==> config.mk <==
export PLATFORM = sky130hd
export DESIGN_NAME = trap_ctrl
export DESIGN_NICKNAME = d
export VERILOG_FILES = /design/src/rtl/trap_ctrl.sv
export SDC_FILE = /design/constraint.sdc
export NUM_CORES = 1
export LEC_CHECK = 0
export CORE_AREA = 4 4 114 105
export DETAILED_ROUTE_END_ITERATION = 10
export DIE_AREA = 0 0 118 109
export PLACE_DENSITY = 0.85
export SYNTH_ARGS = -nofsm -noshare
export SYNTH_HDL_FRONTEND = slang
export SYNTH_SLANG_ARGS = --single-unit
==> constraint.sdc <==
create_clock -name clk -period 4.33 [get_ports clk]
set_input_delay 0.866 -clock clk [delete_from_list [all_inputs] [get_ports clk]]
set_output_delay 0.866 -clock clk [all_outputs]
set_load 0.01 [all_outputs]
==> src/rtl/trap_ctrl.sv <==
// ---------------------------------------------------------------------------
// trap_ctrl -- machine-mode trap controller for the 3-stage pipeline.
//
// Sits in front of the CSR register file. Each cycle it looks at the
// instruction in execute and decides, in priority order, between an illegal
// instruction, an ecall, an mret, an external interrupt and a machine-timer
// interrupt. A decision kills the execute instruction combinationally (except
// mret, which retires), then one cycle later pulses the CSR trap-entry or
// mret request together with a PC redirect to the handler or back to mepc.
//
// Optional feature: define TRAP_TIMER_EN to build the 64-bit mtime/mtimecmp
// timer. Without it the timer is absent: mtip_o=0, tmr_rdata_o=0, timer
// writes are dropped and the timer cause never occurs. Ports do not change.
//
// Parameters
//   RESET_PC     redirect_pc_o value out of reset
//   SYNC_STAGES  flops in the ext_irq_i synchroniser (2..3)
//
// Ports
//   clk, reset                 clock, asynchronous active-high reset
//   ext_irq_i                  level external interrupt, asynchronous to clk
//   mstatus_mie_i              global machine interrupt enable
//   mie_meie_i, mie_mtie_i     external / timer interrupt enables
//   mtvec_i, mepc_i            trap vector (mode in [1:0]) and current mepc
//   ex_valid_i, ex_pc_i        execute-stage valid and PC
//   illegal_i, ecall_i, mret_i decode flags of the execute instruction
//   tmr_we_i/addr_i/wdata_i    timer register write port
//   tmr_rdata_o                combinational timer register read
//   kill_ex_o                  suppress writeback of execute (same cycle)
//   csr_trap_we_o              trap-entry pulse, with csr_mepc_o/csr_mcause_o
//   csr_mret_o                 mret pulse
//   redirect_o, redirect_pc_o  fetch redirect pulse and target
//   mtip_o                     timer interrupt pending (mtime >= mtimecmp)
// ---------------------------------------------------------------------------
module trap_ctrl #(
  parameter logic [31:0] RESET_PC    = 32'h0000_0000,
  parameter int unsigned SYNC_STAGES = 2
) (
  input  logic        clk,
  input  logic        reset,
  input  logic        ext_irq_i,
  input  logic        mstatus_mie_i,
  input  logic        mie_meie_i,
  input  logic        mie_mtie_i,
  input  logic [31:0] mtvec_i,
  input  logic [31:0] mepc_i,
  input  logic        ex_valid_i,
  input  logic [31:0] ex_pc_i,
  input  logic        illegal_i,
  input  logic        ecall_i,
  input  logic        mret_i,
  input  logic        tmr_we_i,
  input  logic [1:0]  tmr_addr_i,
  input  logic [31:0] tmr_wdata_i,
  output logic [31:0] tmr_rdata_o,
  output logic        kill_ex_o,
  output logic        csr_trap_we_o,
  output logic [31:0] csr_mepc_o,
  output logic [31:0] csr_mcause_o,
  output logic        csr_mret_o,
  output logic        redirect_o,
  output logic [31:0] redirect_pc_o,
  output logic        mtip_o
);

  localparam logic [1:0] ST_IDLE  = 2'd0;
  localparam logic [1:0] ST_REDIR = 2'd1;
  localparam logic [1:0] ST_HOLD  = 2'd2;

  localparam logic [31:0] CAUSE_ILLEGAL = 32'd2;
  localparam logic [31:0] CAUSE_ECALL   = 32'd11;
  localparam logic [31:0] CAUSE_EXT_IRQ = 32'h8000_000B;
  localparam logic [31:0] CAUSE_TMR_IRQ = 32'h8000_0007;

  // -------------------------------------------------------------------------
  // External interrupt synchroniser
  // -------------------------------------------------------------------------
  logic [SYNC_STAGES-1:0] irq_sync_q;
  logic                   irq_sync;

  // NOTE: every flop in this file is updated with non-blocking assignments so
  // all registers sample the same pre-edge values; blocking here would let a
  // stage see its neighbour's new value and collapse the synchroniser.
  always_ff @(posedge clk or posedge reset) begin
    if (reset) begin
      irq_sync_q <= '0;
    end else begin
      irq_sync_q <= {irq_sync_q[SYNC_STAGES-2:0], ext_irq_i};
    end
  end

  assign irq_sync = irq_sync_q[SYNC_STAGES-1];

  // -------------------------------------------------------------------------
  // Machine timer
  // -------------------------------------------------------------------------
  logic mtip;

`ifdef TRAP_TIMER_EN
  logic [63:0] mtime_q, mtime_d;
  logic [63:0] mtimecmp_q, mtimecmp_d;

  // NOTE: combinational blocks assign a default to every output first, so no
  // path through the case statements leaves a signal unassigned (no latch).
  always_comb begin
    mtime_d    = mtime_q + 64'd1;  // free-running, wraps naturally at 2^64
    mtimecmp_d = mtimecmp_q;
    if (tmr_we_i) begin
      case (tmr_addr_i)
        2'd0:    mtimecmp_d[31:0]  = tmr_wdata_i;
        2'd1:    mtimecmp_d[63:32] = tmr_wdata_i;
        // A software write to mtime replaces this cycle's increment.
        2'd2:    mtime_d = {mtime_q[63:32], tmr_wdata_i};
        default: mtime_d = {tmr_wdata_i, mtime_q[31:0]};
      endcase
    end
  end

  always_ff @(posedge clk or posedge reset) begin
    if (reset) begin
      mtime_q    <= '0;
      mtimecmp_q <= '1;
    end else begin
      mtime_q    <= mtime_d;
      mtimecmp_q <= mtimecmp_d;
    end
  end

  assign mtip = (mtime_q >= mtimecmp_q);

  always_comb begin
    tmr_rdata_o = '0;
    case (tmr_addr_i)
      2'd0:    tmr_rdata_o = mtimecmp_q[31:0];
      2'd1:    tmr_rdata_o = mtimecmp_q[63:32];
      2'd2:    tmr_rdata_o = mtime_q[31:0];
      default: tmr_rdata_o = mtime_q[63:32];
    endcase
  end
`else
  // Timer absent: write port is accepted but has no effect.
  logic unused_tmr;
  assign unused_tmr  = ^{tmr_we_i, tmr_addr_i, tmr_wdata_i};
  assign mtip        = 1'b0;
  assign tmr_rdata_o = '0;
`endif

  assign mtip_o = mtip;

  // -------------------------------------------------------------------------
  // Trap arbitration
  // -------------------------------------------------------------------------
  logic [1:0]  state_q, state_d;
  logic        eval_en;
  logic        ext_pend, tmr_pend;
  logic        take_trap, take_mret;
  logic [31:0] cause;
  logic [31:0] trap_base, trap_target;

  // REDIR is the only state that ignores the execute stage; HOLD evaluates
  // its first valid instruction exactly like IDLE.
  assign eval_en  = ex_valid_i && (state_q != ST_REDIR);
  assign ext_pend = mstatus_mie_i & mie_meie_i & irq_sync;
  assign tmr_pend = mstatus_mie_i & mie_mtie_i & mtip;

  always_comb begin
    take_trap = 1'b0;
    take_mret = 1'b0;
    cause     = '0;
    if (eval_en) begin
      if (illegal_i) begin
        take_trap = 1'b1;
        cause     = CAUSE_ILLEGAL;
      end else if (ecall_i) begin
        take_trap = 1'b1;
        cause     = CAUSE_ECALL;
      end else if (mret_i) begin
        // mret outranks interrupts; a pending one is taken after the return.
        take_mret = 1'b1;
      end else if (ext_pend) begin
        take_trap = 1'b1;
        cause     = CAUSE_EXT_IRQ;
      end else if (tmr_pend) begin
        take_trap = 1'b1;
        cause     = CAUSE_TMR_IRQ;
      end
    end
  end

  assign kill_ex_o = take_trap;

  // Vectored mode offsets only interrupts; exceptions always use the base.
  assign trap_base   = {mtvec_i[31:2], 2'b00};
  assign trap_target = ((mtvec_i[1:0] == 2'b01) && cause[31])
                     ? trap_base + {25'd0, cause[4:0], 2'b00}
                     : trap_base;

  always_comb begin
    state_d = state_q;
    case (state_q)
      ST_IDLE:  if (take_trap || take_mret) state_d = ST_REDIR;
      ST_REDIR: state_d = ST_HOLD;
      ST_HOLD:  if (ex_valid_i) state_d = (take_trap || take_mret) ? ST_REDIR : ST_IDLE;
      default:  state_d = ST_IDLE;
    endcase
  end

  // -------------------------------------------------------------------------
  // Registered CSR requests and redirect
  // -------------------------------------------------------------------------
  logic        trap_we_q, trap_we_d;
  logic        mret_q, mret_d;
  logic        redirect_q, redirect_d;
  logic [31:0] mepc_q, mepc_d;
  logic [31:0] mcause_q, mcause_d;
  logic [31:0] redirect_pc_q, redirect_pc_d;

  always_comb begin
    trap_we_d     = take_trap;
    mret_d        = take_mret;
    redirect_d    = take_trap | take_mret;
    mepc_d        = mepc_q;
    mcause_d      = mcause_q;
    redirect_pc_d = redirect_pc_q;
    if (take_trap) begin
      // Interrupts also record the killed PC so it re-executes on return.
      mepc_d        = ex_pc_i;
      mcause_d      = cause;
      redirect_pc_d = trap_target;
    end else if (take_mret) begin
      redirect_pc_d = mepc_i;
    end
  end

  always_ff @(posedge clk or posedge reset) begin
    if (reset) begin
      state_q       <= ST_IDLE;
      trap_we_q     <= 1'b0;
      mret_q        <= 1'b0;
      redirect_q    <= 1'b0;
      mepc_q        <= '0;
      mcause_q      <= '0;
      redirect_pc_q <= RESET_PC;
    end else begin
      state_q       <= state_d;
      trap_we_q     <= trap_we_d;
      mret_q        <= mret_d;
      redirect_q    <= redirect_d;
      mepc_q        <= mepc_d;
      mcause_q      <= mcause_d;
      redirect_pc_q <= redirect_pc_d;
    end
  end

  assign csr_trap_we_o = trap_we_q;
  assign csr_mret_o    = mret_q;
  assign redirect_o    = redirect_q;
  assign csr_mepc_o    = mepc_q;
  assign csr_mcause_o  = mcause_q;
  assign redirect_pc_o = redirect_pc_q;

endmodule
After elaboration in Yosys (flattened, before gate mapping)
Cells that the tools add are included.

Input bits: 141. Bits in latches: 0. Bits in writable memories: 0. Memories: 0. Register bits: 103. ROM bits: 0. Output and inout port bits: 133. Word-level logic and storage cells: 45.

Equality and inequality tests: 6. Reductions and logical operators: 6. $lt $le $gt $ge: 0. Div/mod/pow operators: 0. Shift operators: 0. Bitwise logic cells: 3. $add $sub $neg: 1. Multipliers: 0. Mux-type cells: 21.

Operators with widths (count): 2-to-1 mux 32 bit (8); adder 32 x 7 -> 32 bit (1); 2-to-1 mux 1 bit (10); case mux 2 bit (3 select lines) (1); equality test 2 x 1 -> 1 bit, second input constant (2); 2-to-1 mux 2 bit (2); inequality test 2 bit, second input constant (2); AND 1 bit (2); equality test 2 bit, second input constant (1); logical AND 1 bit (2); logical NOT 2 bit (1); inequality test 2 x 1 -> 1 bit, second input constant (1); AND reduction 2 bit (1); nonzero test 2 bit (1); logical OR 1 bit (1); bitwise OR 1 bit (1).

Longest topological paths before layout
Gate-level depths: netlist of run 1.

Word-level depth: 11. Depth in mapped cells: 11. Mapped depth without buffers: 9.

Least setup slack after synthesis of run 1
OpenSTA, ideal clock, no wires.

Kind: input -> register. Start point: in mret_i. End point: reg redirect_pc_q[24], in the netlist redirect_pc_o[24]. Setup time: 0.082 ns. Data required time: 4.248 ns. Stages on the path: 11. Path slack: 0.838 ns. Buffers on the path: 2. Arrival: 3.410 ns. Cell sequence: and4b_1 > o211ai_2 > clkinv_1 > clkbuf_1 > buf_1 > fa_1 > a21oi_1 > nor2b_1 > nand4_4 > or3_1 > a31oi_1.

Cells in the longest elaborated chain, start to end: 7. Elaborated cells on any way between the ends: 17. Those cells by class: 1 x add/sub; 14 x mux; 2 x reduce/logical.

RTL lines: start: declaration (RTL line 51) `input logic mret_i,`; 2-to-1 mux 32 bit (RTL line 177) `end else if (mret_i) begin`; 2-to-1 mux 32 bit (RTL line 174) `end else if (ecall_i) begin`; 2-to-1 mux 32 bit (RTL line 171) `if (illegal_i) begin`; 2-to-1 mux 32 bit (RTL line 170) `if (eval_en) begin`; named net cause[1] (RTL line 157) `logic [31:0] cause;`; adder 32 x 7 -> 32 bit (RTL line 195) `? trap_base + {25'd0, cause[4:0], 2'b00}`; 2-to-1 mux 32 bit (RTL line 195); 2-to-1 mux 32 bit (RTL line 225) `if (take_trap) begin`; end signal: assignment (RTL line 251) `redirect_pc_q <= redirect_pc_d;`; end: declaration (RTL line 216) `logic [31:0] redirect_pc_q, redirect_pc_d;`.

The timed path passes the listed nets, and every way through them passes these cells. A chain may end at the register's enable or synchronous reset.

Worst setup path after layout of run 1
Start point: in mret_i. End point: reg redirect_pc_q[28], in the netlist redirect_pc_o[28].

Cells in the longest elaborated chain, start to end: 7. Elaborated cells on any way between the ends: 17. Those cells by class: 1 x add/sub; 14 x mux; 2 x reduce/logical.

RTL lines (RTL line): 2-to-1 mux 32 bit (177); 2-to-1 mux 32 bit (174); 2-to-1 mux 32 bit (171); 2-to-1 mux 32 bit (170); adder 32 x 7 -> 32 bit / logical AND 1 bit (equally long branches) (195, 194); 2-to-1 mux 32 bit (195); 2-to-1 mux 32 bit (225).

Several ways; a longest one is shown, not always the timed one.

==> results of run 1 <==
area by class of cell:
type / count / area, µm²
Fill cell: 952 / 4610
Timing Repair Buffer: 185 / 1830
Sequential cell: 74 / 1850
Clock inverter: 7 / 76.3
Inverter: 12 / 46.3
Clock buffer: 9 / 225
Tap cell: 133 / 166
Multi-Input combinational cell: 365 / 1920
cell usage in the layout (no fill, tap or decap), drive strengths merged, types with 3 or more instances in the layout:
master and n:
mux2i 3, clkinv 3, xor2 14, clkbuf 9
and3 18, inv 13, nand4 13, a21oi 12
nand3 11, nand2 137, nor2b 4, conb 61
buf 9, a22oi 9, a31oi 5, or3 5
nor3 8, dfrtp 74, and2 5, nor2 5
a211oi 3, or2 3, o22ai 3, o21ai 18
xnor2 3, clkdlybuf4s50 176
state kept, by name, summed over array words and instances, names as in the netlist:
name	count
csr_mepc_o	32
redirect_pc_o	32
csr_mcause_o	3
irq_sync_q	2
state_q	2
csr_mret_o	1
csr_trap_we_o	1
redirect_o	1
power by group:
group,internal [mW],total (mW),switching [mW]
Sequential,0.884,0.991,0.108
Clock,0.451,0.760,0.309
Combinational,0.545,1.02,0.475
Total,1.88,2.77,0.891
logic make-up after synthesis:
| family | synth area share |
|---|---|
| AND/OR/NAND/NOR | 0.253 |
| XOR/XNOR | 0.0360 |
| flip-flops | 0.448 |
| multiplexers | 0.0127 |
| buffers and inverters | 0.144 |
| AO/OA/AOI/OAI | 0.0969 |
| adder cells (fa/ha/maj) | 0.00787 |
| other | 0.000907 |
worst max-delay path: stages:
cell             delay [ns]
clkdlybuf4s50_1        0.41
and4b_1                0.39
o2111ai_1              0.21
nor2_1                 0.19
fa_1                   0.24
a21oi_1                0.10
nor2b_1                0.52
nand4_4                0.30
o311a_1                0.41
nor3_1                 0.15
per-stage QoR:
step           total power, mW  instances
2_1_floorplan             1.45        535
3_3_place_gp              1.99        769
3_5_place_dp              2.02        769
4_1_cts                   2.79        785
5_1_grt                   2.93        785
6_report                  2.77        785
routing by layer:
metal	up-vias	track usage
li1	1813	-
met1	1876	0.235
met2	150	0.328
met3	16	0.0498
met4	0	0.0510
met5	-	0
how the worst min path moves through the flow:
stage / from / to / slack (ns) / cells after the start
final: irq_sync_q[0] / irq_sync_q[1] / 0.36 / 0
after global routing: irq_sync_q[0] / irq_sync_q[1] / 0.38 / 0
after CTS: irq_sync_q[0] / irq_sync_q[1] / 0.37 / 0
after floorplan: irq_sync_q[0] / irq_sync_q[1] / 0.33 / 0
after detailed placement: irq_sync_q[0] / irq_sync_q[1] / 0.36 / 0
after global placement: irq_sync_q[0] / irq_sync_q[1] / 0.34 / 0
==> metrics.yaml, run 1 <==
global_routing:
  grt_pass1_vias: 3852
  antenna_found_initial: 0
  grt_pass1_wl_um: 19600
  grt-ovfl-total: 0
  grt_start_max_net_pins: 44
  track_usage: 0.189
setup_path:
  r2r-end: "redirect_pc_o[28]"
  crit_start: "mret_i"
  cp_data_arrival_time_ns: 3.80
  start_kind: "input pin"
  r2r_setup_slack_ns: 1.46
  reg2regPathDepth: 9
  timing.rr.start: "irq_sync_q[1]"
  worst-endpoint-required_ns: 4.57
  crit_type: "input pin to flop"
  crit_path_end_kind: "flop"
  crit_path_max_fanout: 9
  worstSetupEndpoint: "redirect_pc_o[28]"
timing:
  max_freq_ghz: 0.281
  holdWs_ns: 0.364
  slew_headroom: 0.249
  rsz0062_at_grt: "false"
  drv_slew: 0
  period_share: 0.823
  final-hold-violation-count: 0
  tns_ns: 0
  skew_ns: 0.0104
  tightest_slew_ns: 1.12
  min_period_ns: 3.56
  setup_violations: 0
  setup_ws_ns: 0.767
yosys:
  ys_types: 49
  ys_top_cells_by_count: "137 x nand2_1, 74 x dfrtp_1, 62 x buf_4, 19 x clkbuf_1"
  synth-seq-cells: 74
  netlist_top_cells_area: "dfrtp_1 45%, nand2_1 12%, buf_4 11%"
  synth_ff_type: "dfrtp_1"
  ys_seq_area_frac: 0.448
  synth_top_cell_by_area: "dfrtp_1"
  synth_top_area_frac: 0.448
  synth_area_per_cell_um2: 8.70
  synth_edf_count: 0
  synthesis.instances: 475
  syn_area_um2: 4130
  yosysWarnings: 0
  ys_async_sr_fraction: 1.00
  yosysMostFrequentCell: "nand2_1"
die:
  io_pins: 274
  fp.dieW_um: 118
  die_y_um: 109
  num_rows: 36
  start_util: 0.386
  dieArea_um2: 12900
  core_area_um2: 10700
clock_network:
  clock_path_buffers: 2
  clkLatencyLatePin_ns: 0.33
  cts-root-buf: "clkbuf_16"
  cts_setup_buffers: 0
  ctsHoldBuffers: 0
  numCtsBuffers: 9
  clkTransAtPathRegs_ns: 0.06
  h-tree-depth: 3
  cts.sinks: 74
  cts-resized-gates: 0
  cts_tree: "yes"
layout:
  finish.utilization: 0.570
  fin_area_um2: 6110
  antenna_cells: 0
  drive_gt1_frac: 0.0567
  final_nets: 790
  syn_to_final_growth_pct: 48.0
detailed_routing:
  drc: 0
  num_vias: 3855
  wl_per_cell_um: 16.2
  drt_iter0_markers: 207
  wl_met3_um: 720
  postRouteAntennaNets: 0
  wl_met2_um: 6580
  wirelength_um: 12700
  drtPass1Iterations: 4
  highest_layer: "met4"
  met1_length_um: 5260
  vias_per_cell: 4.91
hold_path:
  hold_path.class: "flop to flop"
place:
  dp_hpwl_um: 9720
  routabilityCongestion: 0.841
  placed_area_um2: 5810
  portBuffers: 176
  pre_cts_slack_ns: 0.447
status:
  outcome: "finished, final reports clean"
pwr:
  p_per_area_nw_per_um2: 453
  leakagePower_nw: 2.77
  vdd_drop_max_v: 0.000266
flow_run:
  maxCapViolations: 0
Note: power is estimated with default switching activity, not from simulation.
==> run 2: changes to the inputs <==
CORE_AREA = 4 4 118 109   (was 4 4 114 105)
DIE_AREA = 0 0 122 113   (was 0 0 118 109)
PLACE_DENSITY = 0.8   (was 0.85)
clock period = 3.4 ns   (was 4.33 ns; I/O delays follow)
==> metrics.yaml, run 2 (same netlist as run 1, synthesis figures left out) <==
detailed_routing:
  drc: 0
  num_vias: 3853
  vias_per_cell: 4.71
  drtPass1Iterations: 4
  wirelength_um: 12400
  postRouteAntennaNets: 0
  wl_per_cell_um: 15.2
  drt_iter0_markers: 197
place:
  routabilityCongestion: 0.851
  dp_hpwl_um: 9560
  placed_area_um2: 5910
  portBuffers: 176
pwr:
  p_per_area_nw_per_um2: 568
  vdd_drop_max_v: 0.000261
  leakagePower_nw: 2.82
clock_network:
  clkLatencyLatePin_ns: 0.33
  h-tree-depth: 3
  clock_path_buffers: 2
  cts_tree: "yes"
  cts.sinks: 74
  cts_setup_buffers: 0
  cts-resized-gates: 0
  numCtsBuffers: 9
  cts-root-buf: "clkbuf_16"
  clkTransAtPathRegs_ns: 0.06
  ctsHoldBuffers: 0
global_routing:
  grt_pass1_vias: 3939
  grt_start_max_net_pins: 75
  grt-ovfl-total: 0
  antenna_found_initial: 0
  grt_pass1_wl_um: 19600
  track_usage: 0.179
timing:
  drv_slew: 0
  final-hold-violation-count: 0
  tightest_slew_ns: 0.675
  rsz0062_at_grt: "false"
  slew_headroom: 0.550
  tns_ns: 0
  period_share: 0.906
  max_freq_ghz: 0.325
  setup_violations: 0
  min_period_ns: 3.08
  skew_ns: 0.00386
die:
  fp.dieW_um: 122
  io_pins: 274
  num_rows: 38
  core_area_um2: 11700
  die_y_um: 113
  dieArea_um2: 13800
  start_util: 0.352
layout:
  syn_to_final_growth_pct: 50.4
  final_nets: 797
  drive_gt1_frac: 0.0638
  fill_cells: 1063
  fin_area_um2: 6220
  register_area_um2: 1850
  multi_input_area_um2: 1920
  mostFrequentLayoutCells: "176 x clkdlybuf4s50_1, 137 x nand2_1, 74 x dfrtp_1, 61 x conb_1"
  antenna_cells: 0
  final_common_cell: "clkdlybuf4s50_1"
setup_path:
  crit_path_end_kind: "output port"
  worst-endpoint-required_ns: 2.72
  path_common_cell: "clkdlybuf4s50_1"
  critPathTopFamily: "buffers and inverters"
  critical_path_buf_inv_count: 4
  start_kind: "input pin"
  worst_path_max_delay_cell: "clkdlybuf4s50_1"
  slowest_delay_ns: 0.54
  path_cells: "clkdlybuf4s50_1 -> and4b_1 -> o211ai_4 -> buf_4 -> inv_1 -> clkdlybuf4s50_1"
  cp_data_arrival_time_ns: 2.40
  crit_path_max_fanout: 5
  crit_type: "input pin to output port"
hold_path:
  hold_path.class: "flop to flop"
status:
  outcome: "finished, final reports clean"
flow_run:
  maxCapViolations: 0
run 2: cell count changes in the layout (fill, tap and decap cells not counted), sizes merged:
cell	change
clkinvlp	-2
clkbuf	+4
clkinv	-1
buf	+7
inv	-2
run 2: where the power goes:
part	switching, mW	leakage [nW]	internal (mW)
sequential	0.139	0.890	1.13
combinational	0.596	1.78	0.704
clock	0.344	0.152	0.623
run 2: area by class of cell:
type                       instances  area share
tap                              160      0.0322
clock inverter                     2     0.00563
sequential                        74       0.298
multi-input combinational        365       0.309
clock buffer                      13      0.0435
timing repair buffer             192       0.305
inverter                          12     0.00745
run 2: worst paths after layout:
check,depth (start not counted),startpoint,to,slack [ns]
setup / recovery,6,mret_i,kill_ex_o,0.32
hold / removal,0,irq_sync_q[0],irq_sync_q[1],0.36
setup reg to reg,9,irq_sync_q[1],redirect_pc_o[25],0.90
hold reg to reg,0,irq_sync_q[0],irq_sync_q[1],0.36
max in group asynchronous,3,reset,redirect_pc_o[16],2.30
min in group asynchronous,3,reset,csr_trap_we_o,0.75
run 2: routing by layer:
| layer | GRT usage | wire [µm] |
|---|---|---|
| met4 | 0.0739 | 259 |
| met5 | 0 | 0 |
| met2 | 0.298 | 6290 |
| met3 | 0.0450 | 898 |
| met1 | 0.222 | 5010 |
run 2: per-stage QoR:
stage	setup slack, ns	hold slack [ns]	cells	utilization	power, mW
after floorplan	0.0945	0.331	535	-	1.85
after global placement	0.145	0.336	803	0.503	2.54
after detailed placement	0.0728	0.345	803	0.503	2.59
after CTS	0.299	0.358	818	0.529	3.58
after global routing	0.239	0.372	818	0.529	3.74
final	0.320	0.360	818	0.529	3.53
==> run 3: changes to the inputs <==
CAP_MARGIN = 10   (was default)
MAX_ROUTING_LAYER = met4   (was default)
==> metrics.yaml, run 3 (same netlist as run 1, synthesis figures left out) <==
setup_path:
  crit_path_end_kind: "output port"
  critical_path_buf_inv_count: 4
  reg2regPathDepth: 9
  start_kind: "input pin"
  cp_data_arrival_time_ns: 2.39
  slowest_delay_ns: 0.54
  critPathTopFamily: "buffers and inverters"
  crit_path_max_fanout: 5
  r2r_setup_slack_ns: 0.90
  r2r-end: "redirect_pc_o[25]"
  crit_type: "input pin to output port"
  path_cells: "clkdlybuf4s50_1 -> and4b_1 -> o211ai_4 -> buf_4 -> inv_1 -> clkdlybuf4s50_1"
  worst_path_max_delay_cell: "clkdlybuf4s50_1"
  worst-endpoint-required_ns: 2.72
  timing.rr.start: "irq_sync_q[1]"
  path_common_cell: "clkdlybuf4s50_1"
place:
  portBuffers: 176
  routabilityCongestion: 0.865
  dp_hpwl_um: 9560
timing:
  tightest_slew_ns: 0.704
  slew_headroom: 0.531
  max_freq_ghz: 0.326
  final-hold-violation-count: 0
  period_share: 0.902
  setup_violations: 0
  tns_ns: 0
  drv_slew: 0
  holdWs_ns: 0.358
  skew_ns: 0.00445
  min_period_ns: 3.07
  rsz0062_at_grt: "false"
layout:
  antenna_cells: 0
  drive_gt1_frac: 0.0638
  final_nets: 797
  final_common_cell: "clkdlybuf4s50_1"
  syn_to_final_growth_pct: 50.4
  mostFrequentLayoutCells: "176 x clkdlybuf4s50_1, 137 x nand2_1, 74 x dfrtp_1, 61 x conb_1"
die:
  fp.dieW_um: 122
  io_pins: 274
  dieArea_um2: 13800
  start_util: 0.352
  core_area_um2: 11700
  die_y_um: 113
  num_rows: 38
global_routing:
  grt_start_max_net_pins: 75
  antenna_found_initial: 0
  grt_pass1_wl_um: 19500
  track_usage: 0.184
  grt-ovfl-total: 0
  grt_pass1_vias: 3952
clock_network:
  numCtsBuffers: 9
  clock_path_buffers: 2
  h-tree-depth: 3
  clkTransAtPathRegs_ns: 0.06
  ctsHoldBuffers: 0
  cts-root-buf: "clkbuf_16"
  cts-resized-gates: 0
  clkLatencyLatePin_ns: 0.33
  cts_setup_buffers: 0
  cts.sinks: 74
  cts_tree: "yes"
pwr:
  vdd_drop_max_v: 0.000262
  p_per_area_nw_per_um2: 568
  leakagePower_nw: 2.82
  power_mw: 3.53
detailed_routing:
  drc: 0
  wl_per_cell_um: 15.2
  vias_per_cell: 4.70
  postRouteAntennaNets: 0
  wirelength_um: 12500
  drt_iter0_markers: 183
  num_vias: 3843
  drtPass1Iterations: 4
hold_path:
  hold_path.class: "flop to flop"
  hold_end: "irq_sync_q[1]"
  worstHoldPathCells: 0
  min_from: "irq_sync_q[0]"
status:
  outcome: "finished, final reports clean"
flow_run:
  maxCapViolations: 0
[run 3: cell counts in the layout (fill, tap and decap cells not counted)]
Identical to the previous run, type by type.
[run 3: layout make-up]
type,count,area (µm²)
fill,1063,5530
multi-input combinational,365,1920
timing repair buffer,192,1890
sequential,74,1850
clock buffer,13,270
tap,160,200
inverter,12,46.3
clock inverter,2,35.0
[run 3: worst register-to-register path, stage by stage (launching register included)]
cell,delay (ns)
dfrtp_1,0.35
and4b_1,0.27
o211ai_4,0.22
inv_2,0.08
ha_1,0.30
a211oi_1,0.09
nor2_2,0.32
nand4_4,0.22
o21a_1,0.24
o31a_1,0.28
[run 3: per-stage QoR]
| stage | cells | cell area, µm² | utilization | worst slack (ns) |
|---|---|---|---|---|
| 6_report | 818 | 6220 | 0.529 | 0.332 |
| 5_1_grt | 818 | 6220 | 0.529 | 0.239 |
| 4_1_cts | 818 | 6220 | 0.529 | 0.299 |
| 3_5_place_dp | 803 | 5910 | 0.503 | 0.0728 |
| 3_3_place_gp | 803 | 5910 | 0.503 | 0.145 |
| 2_1_floorplan | 535 | 4360 | - | 0.0945 |
[run 3: metal layers]
| metal | routed length, µm | track usage | part of all wire | vias up |
|---|---|---|---|---|
| met5 | 0 | - | 0 | - |
| met4 | 284 | 0.0739 | 0.023 | 0 |
| met3 | 853 | 0.0420 | 0.068 | 25 |
| met2 | 6250 | 0.299 | 0.50 | 157 |
| met1 | 5070 | 0.223 | 0.41 | 1833 |
| li1 | - | - | - | 1828 |
[run 3: worst max-delay path by stage]
stage                       from                end  slack, ns  depth (start not counted)
after floorplan           mret_i  redirect_pc_o[24]       0.09                         11
after global placement    mret_i  redirect_pc_o[31]       0.14                         10
after detailed placement  mret_i  redirect_pc_o[25]       0.07                         10
after CTS                 mret_i          kill_ex_o       0.30                          6
after global routing      mret_i          kill_ex_o       0.24                          6
final                     mret_i          kill_ex_o       0.33                          6
[run 3: where the power goes]
part	leakage [nW]	switching, mW	internal, mW
sequential	0.890	0.139	1.13
combinational	1.78	0.597	0.704
clock	0.152	0.344	0.623
total	2.82	1.08	2.45
